`src/rtl/udm_lfsr_slave.sv`:
```
// rtl/udm_lfsr_slave.sv - memory-mapped 32-bit Galois LFSR accelerator on the UDM bus
//
// Host loads SEED and STEPS, writes CTRL.start, and the block advances the LFSR
// one step per clock until STEPS steps are done. Status and result stay readable
// at all times. The block only responds inside its 32-byte window at BASE_ADDR.
//
// Ports:
//   clk_i, rst_i       clock, asynchronous active-high reset
//   bus_req_i          bus request
//   bus_we_i           1 = write, 0 = read
//   bus_addr_bi        byte address
//   bus_be_bi          byte enables (SEED/STEPS writes only)
//   bus_wdata_bi       write data
//   bus_ack_o          request accepted (combinational, same cycle)
//   bus_resp_o         read response valid, one cycle after the accepted read
//   bus_rdata_bo       read data, zero whenever bus_resp_o is low
//   done_o             high while the FSM sits in DONE
//
// Register map (offset):
//   0x00 SEED RW, 0x04 STEPS RW, 0x08 CTRL W (bit0 start, bit1 clr_done),
//   0x0C STATUS R (bit0 busy, bit1 done), 0x10 RESULT R, 0x14 COUNT R,
//   0x18/0x1C read as zero.

module udm_lfsr_slave #(
    parameter logic [31:0] BASE_ADDR = 32'h0000_0100,
    parameter logic [31:0] POLY      = 32'hB4BC_D35C
) (
    input  logic        clk_i,
    input  logic        rst_i,
    input  logic        bus_req_i,
    input  logic        bus_we_i,
    input  logic [31:0] bus_addr_bi,
    input  logic [3:0]  bus_be_bi,
    input  logic [31:0] bus_wdata_bi,
    output logic        bus_ack_o,
    output logic        bus_resp_o,
    output logic [31:0] bus_rdata_bo,
    output logic        done_o
);

    typedef enum logic [1:0] {
        S_IDLE = 2'd0,
        S_RUN  = 2'd1,
        S_DONE = 2'd2
    } fsm_t;

    localparam logic [2:0] W_SEED   = 3'd0;
    localparam logic [2:0] W_STEPS  = 3'd1;
    localparam logic [2:0] W_CTRL   = 3'd2;
    localparam logic [2:0] W_STATUS = 3'd3;
    localparam logic [2:0] W_RESULT = 3'd4;
    localparam logic [2:0] W_COUNT  = 3'd5;

    fsm_t        fsm_q, fsm_d;
    logic [31:0] seed_q, seed_d;
    logic [31:0] steps_q, steps_d;
    logic [31:0] lfsr_q, lfsr_d;
    logic [31:0] count_q, count_d;
    logic        resp_q, resp_d;
    logic [31:0] rdata_q, rdata_d;

    logic        sel;
    logic        wr_en;
    logic        rd_en;
    logic [2:0]  word;
    logic        busy;
    logic        start_wr;
    logic        clr_wr;
    logic [31:0] rd_mux;
    logic        unused_addr_lsb;

    // Word index inside the window; byte lane bits do not select registers.
    assign word            = bus_addr_bi[4:2];
    assign unused_addr_lsb = ^bus_addr_bi[1:0];

    assign sel       = (bus_addr_bi[31:5] == BASE_ADDR[31:5]);
    // Held low during reset so nothing is accepted while registers are cleared.
    assign bus_ack_o = bus_req_i & sel & ~rst_i;
    assign wr_en     = bus_ack_o & bus_we_i;
    assign rd_en     = bus_ack_o & ~bus_we_i;

    assign busy      = (fsm_q == S_RUN);
    assign start_wr  = wr_en & (word == W_CTRL) & bus_wdata_bi[0];
    assign clr_wr    = wr_en & (word == W_CTRL) & bus_wdata_bi[1];

    function automatic logic [31:0] be_merge(input logic [31:0] old_v,
                                             input logic [31:0] new_v,
                                             input logic [3:0]  be);
        logic [31:0] r;
        r = old_v;
        for (int i = 0; i < 4; i++) begin
            if (be[i]) begin
                r[8*i +: 8] = new_v[8*i +: 8];
            end
        end
        return r;
    endfunction

    function automatic logic [31:0] lfsr_step(input logic [31:0] s);
        return s[0] ? ((s >> 1) ^ POLY) : (s >> 1);
    endfunction

    // Configuration registers are frozen while a run is in progress.
    always_comb begin
        seed_d  = seed_q;
        steps_d = steps_q;
        if (wr_en && !busy) begin
            if (word == W_SEED) begin
                seed_d = be_merge(seed_q, bus_wdata_bi, bus_be_bi);
            end
            if (word == W_STEPS) begin
                steps_d = be_merge(steps_q, bus_wdata_bi, bus_be_bi);
            end
        end
    end

    always_comb begin
        fsm_d   = fsm_q;
        lfsr_d  = lfsr_q;
        count_d = count_q;
        case (fsm_q)
            S_IDLE, S_DONE: begin
                if (start_wr) begin
                    // All-zero is the LFSR lock-up state, so it is replaced by 1.
                    lfsr_d  = (seed_q == 32'd0) ? 32'd1 : seed_q;
                    count_d = steps_q;
                    fsm_d   = (steps_q == 32'd0) ? S_DONE : S_RUN;
                end else if (clr_wr && (fsm_q == S_DONE)) begin
                    fsm_d = S_IDLE;
                end
            end
            S_RUN: begin
                lfsr_d = lfsr_step(lfsr_q);
                if (count_q != 32'd0) begin
                    count_d = count_q - 32'd1;
                end
                if (count_q <= 32'd1) begin
                    fsm_d = S_DONE;
                end
            end
            default: fsm_d = S_IDLE;
        endcase
    end

    always_comb begin
        rd_mux = 32'd0;
        case (word)
            W_SEED:   rd_mux = seed_q;
            W_STEPS:  rd_mux = steps_q;
            W_STATUS: rd_mux = {30'd0, (fsm_q == S_DONE), busy};
            W_RESULT: rd_mux = lfsr_q;
            W_COUNT:  rd_mux = count_q;
            default:  rd_mux = 32'd0;
        endcase
    end

    // Read data is only driven alongside resp so idle cycles show zero.
    always_comb begin
        resp_d  = rd_en;
        rdata_d = rd_en ? rd_mux : 32'd0;
    end

    always_ff @(posedge clk_i or posedge rst_i) begin
        if (rst_i) begin
            fsm_q   <= S_IDLE;
            seed_q  <= 32'd0;
            steps_q <= 32'd0;
            lfsr_q  <= 32'd0;
            count_q <= 32'd0;
            resp_q  <= 1'b0;
            rdata_q <= 32'd0;
        end else begin
            fsm_q   <= fsm_d;
            seed_q  <= seed_d;
            steps_q <= steps_d;
            lfsr_q  <= lfsr_d;
            count_q <= count_d;
            resp_q  <= resp_d;
            rdata_q <= rdata_d;
        end
    end

    assign bus_resp_o   = resp_q;
    assign bus_rdata_bo = rdata_q;
    assign done_o       = (fsm_q == S_DONE);

endmodule

```
`config.mk`:
```
export PLATFORM = sky130hd
export DESIGN_NAME = udm_lfsr_slave
export DESIGN_NICKNAME = d
export VERILOG_FILES = /design/src/rtl/udm_lfsr_slave.sv
export SDC_FILE = /design/constraint.sdc
export NUM_CORES = 1
export LEC_CHECK = 0
export ABC_AREA = 1
export CORE_MARGIN = 1.5
export CORE_UTILIZATION = 45
export DETAILED_ROUTE_END_ITERATION = 16
export PLACE_DENSITY = 0.63
export SLEW_MARGIN = 20
export SYNTH_ARGS = -nofsm -noshare
export SYNTH_HDL_FRONTEND = slang
export SYNTH_SLANG_ARGS = --single-unit
```
`constraint.sdc`:
```
create_clock -name clk_i -period 19.8 [get_ports clk_i]
set_clock_uncertainty 0.05 [all_clocks]
set_input_delay 3.96 -clock clk_i [delete_from_list [all_inputs] [get_ports clk_i]]
set_output_delay 3.96 -clock clk_i [all_outputs]
set_load 0.01 [all_outputs]
```
==> run metrics, run 1 <==
Setup Buffers After CTS=0; power density cells=63.61 mW/mm^2; Synth area leaders=dfrtp_1 44%, nand2_1 17%, o21ai_0 7.5%; core footprint=a little over 0.02 sq mm; peak supply drop=0.06263 mV; Die X=146.0 um; Slew Limit Fails=0; Max Used Layer=met4; register share of total power=47.5%; TritonRoute pass-1 iters=7; Yosys warning total=0; CTS sink count=163; dpl hpwl=approximately 20000 um; share of layout cells above drive strength 1=about 5.3%; RSZ-0062 raised after global routing=no; post_cts resized=0; synthesis-to-layout area growth=19.61%; commonest non-fill, non-tap cell in the layout=nand2_1; max_cap viols=0; largest net degree at the start of global routing=90; DR WL met2=around 13000 um; worst min path class=reg2reg; setup slack at placement=~9.6 ns; number of global-route vias before repair=approximately 8500; H-Tree Depth=4; Yosys top cell area share=about 44%; syn_area_per_cell=7.004 sq um; routability cong.=~0.9; switching part of the total power=26.06%; post-route ant nets=0; Setup CP Type=in2out; Buffers on Ports=about 100; die area=about 0.021 sq mm; num rows=52; number of antenna diodes=0; TritonCTS clock tree=yes; crit-path max FO=89; proportion of synthesized chip area in sequential cells=between 40% and 50%; status=completed; commonest non-fill, non-tap cells in the layout=425 x nand2_1, 163 x dfrtp_1, 142 x inv_1, 137 x o21ai_0, 125 x nor2_1; initial antenna violation count=0; Hold Violations, Final=0; FF+latch count, synth=~160; Worst-Margin Slew=approximately 1.1 ns; deepest clock path buffer count=2; Via-to-Cell Ratio=around 5.4; Worst Setup Slack, final=9.689 ns; first-pass GRT wire length=roughly 47000 um; # DRC=0; CP Launch Type=input pin; post-synthesis cell type count=29; routed vias=9090; fin crit share=roughly 50%; power share of the clock group=47.4%; worst-skew pair later-pin latency=0.44 ns; Final #Nets=1467; Starting Density=a little under half; met1 WL=between 10000 and 15000 um; CTS root buf=clkbuf_16; Logic pwr share=~5.1%; wire per inst=~17 um; Clock Pin Slew Worst Setup and Hold Paths=about 0.070 ns; Crit. End Element=primary output; Top Ports=107; Total GRT Usage=approximately 28%; net count after synthesis=between 1000 and 1500; total negative slack=0 ns; GRT Residual Overflow=0; final wirelength=~29000 um; die height=roughly 150 um; crit path DAT=roughly 6.1 ns; Lkg Pwr=just over 5 nW; switching pwr=between 150 and 200 uW; fmax=0.09890 GHz; met3 WL post-DR=about 2000 um; Pint=between 500 and 600 uW; min Tclk post-route=~10 ns; CTS Hold Bufs=0; Critical Path RT=~16 ns; Num CTS Buffers=17; Setup violations, final=0; Rel. slew slack=about a quarter; drt initial violations=slightly above 800; Synth Instances=1313; Syn Std Cell Area=0.009196 sq mm; Synth area leader=dfrtp_1
==> metrics by stage <==
stage / hold slack (ns) / power, mW / util, % / instances / instance area (sq um)
floorplan: 0.3919 / 0.3522 / - / 1313 / 9196
global placement: 0.4101 / 0.3746 / 51.46 / 1642 / 10380
detailed placement: 0.4287 / 0.3747 / 51.46 / 1642 / 10380
CTS: 0.4459 / 0.7032 / 54.40 / 1674 / 10970
global route: 0.5040 / 0.7200 / 54.53 / 1675 / 11000
finish: 0.4452 / 0.6997 / 54.53 / 1675 / 11000
==> cells by family (layout without fill, tap and decap cells) <==
group	Yosys count	in the layout	synth area share [%]
AO/OA/AOI/OAI	254	254	14.41
XOR/XNOR	3	3	0.2858
adder cells (fa/ha/maj)	3	3	0.4082
buffers and inverters	203	295	9.197
flip-flops	163	163	44.35
AND/OR/NAND/NOR	687	687	31.35
==> routing by layer <==
layer  up-vias  GRT usage, %
li1       4398             -
met1      4319         40.69
met2       337         43.74
met3        36         4.389
met4         0         6.990
met5         -             0
==> worst max-delay path: stages <==
cell	delay [ns]
clkdlybuf4s50_1	0.49
inv_6	0.56
nand3_1	0.14
nor2_1	0.13
nand2_1	0.11
nor2_4	0.13
clkdlybuf4s50_1	0.58
==> state kept, by name (all words and copies together), names as in the netlist <==
register	count
fsm_q	2
seed_q	32
steps_q	32
bus_resp_o	1
bus_rdata_bo	32
count_q	32
lfsr_q	32
==> power by group through the flow <==
stage | clock [mW] | sequential (mW) | combinational, mW
finish | 0.331 | 0.333 | 0.0357
global route | 0.348 | 0.333 | 0.0393
CTS | 0.335 | 0.333 | 0.0356
detailed placement | 0 | 0.339 | 0.0355
global placement | 0 | 0.339 | 0.0354
floorplan | 0 | 0.339 | 0.0129
==> area by class of cell <==
| cell class | instances | area, sq um |
|---|---|---|
| clock buffers | 17 | 425.4 |
| clock inverters | 15 | 166.4 |
| fillers | 1943 | 9170 |
| inverters | 148 | 560.5 |
| multi-input cells | 947 | 4287 |
| flip-flops and latches | 163 | 4079 |
| well taps | 270 | 337.8 |
| repair buffers | 115 | 1144 |
==> cells in the mapped netlist <==
| library cell | number |
|---|---|
| inv_2 | 5 |
| nand4_1 | 38 |
| buf_6 | 5 |
| nand3b_1 | 1 |
| buf_4 | 9 |
| o21ai_2 | 2 |
| ha_1 | 3 |
| a221oi_1 | 2 |
| nor2_1 | 126 |
| a21oi_1 | 83 |
| nor3_1 | 3 |
| buf_2 | 10 |
| nand2_2 | 6 |
| nand3_1 | 72 |
| o21ai_1 | 1 |
| nor2_4 | 11 |
| nand2_1 | 426 |
| buf_1 | 3 |
| o21ai_0 | 137 |
| nand3_2 | 1 |
| nor4_1 | 1 |
| clkbuf_1 | 28 |
| and2_1 | 1 |
| inv_1 | 143 |
| dfrtp_1 | 163 |
| a31o_2 | 1 |
| and3_1 | 1 |
| xor2_1 | 3 |
| o22ai_1 | 28 |
==> final timing paths <==
check,startpoint,end,slack [ns],depth (start not counted)
max reg2reg,count_q[23]$_DFFE_PP0P_,count_q[17]$_DFFE_PP0P_,16.61,9
min in group asynchronous,rst_i,bus_resp_o$_DFF_PP0_,4.01,2
max,rst_i,bus_ack_o,9.69,7
min reg2reg,count_q[1]$_DFFE_PP0P_,count_q[1]$_DFFE_PP0P_,0.45,2
max in group asynchronous,rst_i,lfsr_q[24]$_DFFE_PP0P_,14.48,4
min,count_q[1]$_DFFE_PP0P_,count_q[1]$_DFFE_PP0P_,0.45,2
Power figures use the tool's default switching activity.
==> inputs of run 2 (changes only) <==
==> constraint.sdc (replaced) <==
create_clock -name clk_i -period 10.5 [get_ports clk_i]
set_clock_uncertainty 0.05 [all_clocks]
set_input_delay 2.1 -clock clk_i [delete_from_list [all_inputs] [get_ports clk_i]]
set_output_delay 2.1 -clock clk_i [all_outputs]
set_load 0.01 [all_outputs]
==> run 2 against run 1 <==
Critical path depth unchanged. Via count down 0.94%. Core utilization down 0.12 points. Clock power up 89%. Largest cell class unchanged. Highest routed layer unchanged.
==> run metrics, run 2 (synthesized netlist as in run 1, its figures left out) <==
Critical Path RT=around 8.4 ns; num rows=52; CTS Hold Bufs=0; Worst Setup Slack, final=between 4 and 5 ns; CTS root buf=clkbuf_16; Setup violations, final=0; Max stage delay on crit path=about 0.58 ns; footprint of the multi-input gates=0.004287 sq mm; CP Buf/Inv Count=3; met1 WL=between 10000 and 15000 um; power share of the clock group=between 40% and 50%; crit-path most repeated cell=clkdlybuf4s50_1; Logic pwr share=5.0%; first-pass GRT wire length=around 46000 um; Lkg Pwr=approximately 5 nW; TritonCTS clock tree=yes; status=completed; Max Used Layer=met4; Num CTS Buffers=17; worst min path class=reg2reg; RSZ-0062 raised after global routing=no; synthesis-to-layout area growth=19.33%; fin crit share=about three fifths; wire per inst=between 15 and 20 um; dpl hpwl=19420 um; deepest clock path buffer count=2; Placement Cell Area=roughly 0.010 sq mm; total negative slack=0 ns; Setup CP Type=in2out; GRT Residual Overflow=0; max_cap viols=0; DR WL met2=roughly 13000 um; CP Cell Sequence=clkdlybuf4s50_1, inv_6, nand3_1, nor2_1, nand2_1, nor2_4, clkdlybuf4s50_1; power density cells=120.3 mW/mm^2; Buffers on Ports=about 100; # DRC=0; layout filler cell count=~2000; Slew Limit Fails=0; drt initial violations=between 900 and 1000; Register Area=a little over 0.004 sq mm; worst-skew pair later-pin latency=around 0.44 ns; Final #Nets=between 1000 and 1500; fmax=between 0.15 and 0.2 GHz; Via-to-Cell Ratio=roughly 5.4; Hold Violations, Final=0; crit path DAT=4.26 ns; commonest non-fill, non-tap cells in the layout=425 x nand2_1, 163 x dfrtp_1, 142 x inv_1, 137 x o21ai_0, 125 x nor2_1; number of global-route vias before repair=between 8000 and 9000; routed vias=about 9000; Worst-Margin Slew=0.8854 ns; total power=1.320 mW; Total GRT Usage=27.58%; final wirelength=about 29000 um; die height=146.0 um; register share of total power=between 40% and 50%; Fin Hold WS=~0.45 ns; Die X=approximately 150 um; post-route ant nets=0; min Tclk post-route=approximately 6.4 ns; Final Instance Area=roughly 0.011 sq mm; setup slack at placement=around 4.0 ns; CP max-delay cell=inv_6; switching part of the total power=between 20% and 30%; met3 WL post-DR=1864 um; core footprint=~0.02 sq mm; largest delay contributor family on the critical path=buffers and inverters; switching pwr=approximately 340 uW; Clock Pin Slew Worst Setup and Hold Paths=about 0.07 ns; Rel. slew slack=between 40% and 50%; peak supply drop=0.1334 mV; Starting Density=between 40% and 50%; post_cts resized=0; Top Ports=107; CP Launch Type=input pin; routability cong.=around 0.89; H-Tree Depth=4; share of layout cells above drive strength 1=5.128%; TritonRoute pass-1 iters=5; largest net degree at the start of global routing=90; initial antenna violation count=0; commonest non-fill, non-tap cell in the layout=nand2_1; number of antenna diodes=0; Crit. End Element=primary output; CTS sink count=roughly 160; die area=between 0.02 and 0.025 sq mm; Pint=around 980 uW; crit-path max FO=between 80 and 90; Setup Buffers After CTS=0
## run 2: cell types whose count changed in the layout (fill, tap and decap cells not counted), sizes merged
cell,delta
buf,-1
clkbuf,+1
clkinv,+1
clkinvlp,-2
## run 2: through the flow
| stage | std cells | util [%] |
|---|---|---|
| after floorplan | 1313 | - |
| after global placement | 1642 | 51.46 |
| after detailed placement | 1642 | 51.46 |
| after CTS | 1674 | 54.39 |
| after global routing | 1674 | 54.41 |
| final | 1674 | 54.41 |
## run 2: final timing paths
kind	startpoint	to	slack, ns	cells after the start
max in group asynchronous	rst_i	count_q[10]$_DFFE_PP0P_	7.00	3
max reg2reg	count_q[20]$_DFFE_PP0P_	count_q[17]$_DFFE_PP0P_	7.29	9
min in group asynchronous	rst_i	steps_q[2]$_DFFE_PP0P_	2.16	2
max	rst_i	bus_ack_o	4.09	7
min reg2reg	lfsr_q[12]$_DFFE_PP0P_	lfsr_q[11]$_DFFE_PP0P_	0.45	2
min	lfsr_q[12]$_DFFE_PP0P_	lfsr_q[11]$_DFFE_PP0P_	0.45	2
## run 2: worst register-to-register path, cell delays in order, from the launching register on
cell     delay (ns)
dfrtp_1        0.43
nor2_1         0.20
nand2_1        0.10
nor2_1         0.23
nand4_1        0.12
nor2_1         0.19
nand3_2        0.69
nand3_2        0.88
nand2_1        0.14
nand2_1        0.11
## run 2: power by group through the flow
stage	logic [mW]	clock network (mW)	registers [mW]
3_3_place_gp	0.0665	0	0.640
3_5_place_dp	0.0666	0	0.640
6_report	0.0662	0.627	0.627
2_1_floorplan	0.0244	0	0.640
5_1_grt	0.0730	0.662	0.627
4_1_cts	0.0667	0.633	0.627
## run 2: area by class of cell
| cell class | count | share of cell area (%) |
|---|---|---|
| repair buffers | 114 | 10.20 |
| well taps | 270 | 3.078 |
| flip-flops and latches | 163 | 37.17 |
| inverters | 148 | 5.108 |
| multi-input cells | 947 | 39.06 |
| clock buffers | 18 | 3.911 |
| clock inverters | 14 | 1.471 |
## run 2: metal layers
| layer | global-route usage [%] | vias to the layer above |
|---|---|---|
| li1 | - | 4393 |
| met3 | 3.918 | 38 |
| met2 | 42.12 | 334 |
| met4 | 7.806 | 0 |
| met1 | 40.83 | 4240 |
| met5 | 0 | - |
==> inputs of run 3 (changes only) <==
==> constraint.sdc (replaced) <==
create_clock -name clk_i -period 6.2 [get_ports clk_i]
set_clock_uncertainty 0.05 [all_clocks]
set_input_delay 1.24 -clock clk_i [delete_from_list [all_inputs] [get_ports clk_i]]
set_output_delay 1.24 -clock clk_i [all_outputs]
set_load 0.01 [all_outputs]
==> run 3 against run 2 <==
Sequential power up 69%. Clock power is 75% higher. Critical path depth unchanged. Core utilization up 0.13 points. Via count fell by 0.42%. Global-route usage is 0.21 points higher. Highest routed layer unchanged. Worst hold slack got worse by 0.013 ns. Clock-buffer cell count rose by 1. Register-to-register slack got worse by 3.7 ns. Total power up 72%. Final cell count grew 0.12%. Worst setup slack worse by 2.0 ns. Critical path type unchanged.
==> run metrics, run 3 (synthesized netlist as in run 1, its figures left out) <==
worst-skew pair later-pin latency=0.44 ns; crit-path max FO=3; post-route ant nets=0; Setup Buffers After CTS=0; core footprint=between 0.02 and 0.025 sq mm; routed vias=8967; H-Tree Depth=4; switching part of the total power=about 24%; first-pass GRT wire length=roughly 46000 um; Setup CP Type=in2out; number of antenna diodes=0; Rel. slew slack=between 20% and 30%; fmax=approximately 0.24 GHz; TritonRoute pass-1 iters=5; CP Launch Type=input pin; Clock Pin Slew Worst Setup and Hold Paths=around 0.060 ns; crit-path most repeated cell=clkdlybuf4s50_1; TritonCTS clock tree=yes; Lkg Pwr=5.143 nW; Setup violations, final=0; CP Cell Sequence=clkdlybuf4s50_1, clkinvlp_4, nand3_1, nor2_1, nand2_1, nor2_4, clkdlybuf4s50_1; total power=around 2.3 mW; largest net degree at the start of global routing=between 150 and 200; commonest non-fill, non-tap cells in the layout=425 x nand2_1, 163 x dfrtp_1, 142 x inv_1, 137 x o21ai_0, 125 x nor2_1; Worst-Margin Slew=1.065 ns; max_cap viols=0; commonest non-fill, non-tap cell in the layout=nand2_1; Final #Nets=~1500; Pint=between 1.5 and 2 mW; final design utilization=54.54%; crit path DAT=2.82 ns; number of global-route vias before repair=between 8000 and 9000; post_cts resized=0; power density cells=just over 200 mW/mm^2; Num CTS Buffers=17; # DRC=0; worst min path class=reg2reg; Slew Limit Fails=0; deepest clock path buffer count=2; CTS root buf=clkbuf_16; Starting Density=between 40% and 50%; synthesis-to-layout area growth=19.62%; initial antenna violation count=0; die height=146.0 um; register share of total power=46.7%; switching pwr=around 550 uW; layout filler cell count=1977; final wirelength=~29000 um; die area=roughly 0.021 sq mm; Total GRT Usage=27.79%; Via-to-Cell Ratio=~5.4; status=completed; Final Non-Filler Cells=1676; CTS sink count=~160; Logic pwr share=approximately 5.0%; CP max-delay cell=clkdlybuf4s50_1; fin crit share=66.33%; total negative slack=0 ns; # placed instances=1644; Crit. End Element=primary output; CTS Hold Bufs=0; RSZ-0062 raised after global routing=no; Max stage delay on crit path=about 0.57 ns; num rows=52; Top Ports=~110; share of layout cells above drive strength 1=just over 5%; peak supply drop=between 0.15 and 0.2 mV; Buffers on Ports=between 100 and 150; wire per inst=17.06 um; drt initial violations=just under 800; dpl hpwl=slightly below 20000 um; Critical Path RT=just under 5 ns; GRT Residual Overflow=0; Die X=~150 um; power share of the clock group=48.3%; Hold Violations, Final=0; min Tclk post-route=4.112 ns; routability cong.=~0.91
==> run 3: cell count changes in the layout (fill, tap and decap cells not counted), moves of 2 or more <==
cell | before | now
buf_4 | 9 | 11
bufinv_16 | 0 | 2
clkinv_4 | 3 | 1
clkinv_8 | 4 | 1
==> run 3: area by class of cell <==
type | count | area (sq um) | area share, %
multi-input cells | 947 | 4282 | 38.92
flip-flops and latches | 163 | 4079 | 37.08
repair buffers | 116 | 1144 | 10.40
inverters | 148 | 559.3 | 5.084
clock buffers | 19 | 432.9 | 3.935
well taps | 270 | 337.8 | 3.071
clock inverters | 13 | 166.4 | 1.513
==> run 3: power by group through the flow <==
stage / combinational, mW / sequential, mW / clock, mW
after floorplan: 0.0414 / 1.08 / 0
after global placement: 0.114 / 1.08 / 0
after detailed placement: 0.115 / 1.08 / 0
after CTS: 0.115 / 1.06 / 1.12
after global routing: 0.126 / 1.06 / 1.16
final: 0.113 / 1.06 / 1.10
==> run 3: critical path, delay by kind of cell <==
| kind | cells | cell delay (ns) |
|---|---|---|
| buffers and inverters | 3 | 1.16 |
| and+or+nand+nor | 4 | 0.41 |
==> run 3: through the flow <==
stage | hold slack [ns] | setup slack [ns] | cell area (sq um)
6_report | 0.4340 | 2.088 | 11000
5_1_grt | 0.4726 | 1.975 | 11000
4_1_cts | 0.4289 | 2.067 | 11000
3_5_place_dp | 0.4140 | 1.859 | 10400
3_3_place_gp | 0.4129 | 1.881 | 10400
2_1_floorplan | 0.3919 | 0.7536 | 9200
==> run 3: per-layer routing <==
| layer | global-route usage, % | up-vias | routed length [um] |
|---|---|---|---|
| li1 | - | 4385 | - |
| met1 | 39.56 | 4233 | 13080 |
| met2 | 41.93 | 298 | 12870 |
| met3 | 5.674 | 51 | 1905 |
| met4 | 10.10 | 0 | 739 |
| met5 | 0 | - | 0 |
==> run 3: final timing paths <==
check	from	end	slack, ns	cells after the start
max in group asynchronous	rst_i	lfsr_q[19]$_DFFE_PP0P_	3.91	3
hold reg to reg	count_q[1]$_DFFE_PP0P_	count_q[1]$_DFFE_PP0P_	0.43	2
hold / removal	count_q[1]$_DFFE_PP0P_	count_q[1]$_DFFE_PP0P_	0.43	2
min in group asynchronous	rst_i	bus_resp_o$_DFF_PP0_	1.31	3
setup / recovery	rst_i	bus_ack_o	2.09	7
setup reg to reg	fsm_q[0]$_DFFE_PP0P_	lfsr_q[18]$_DFFE_PP0P_	3.64	8
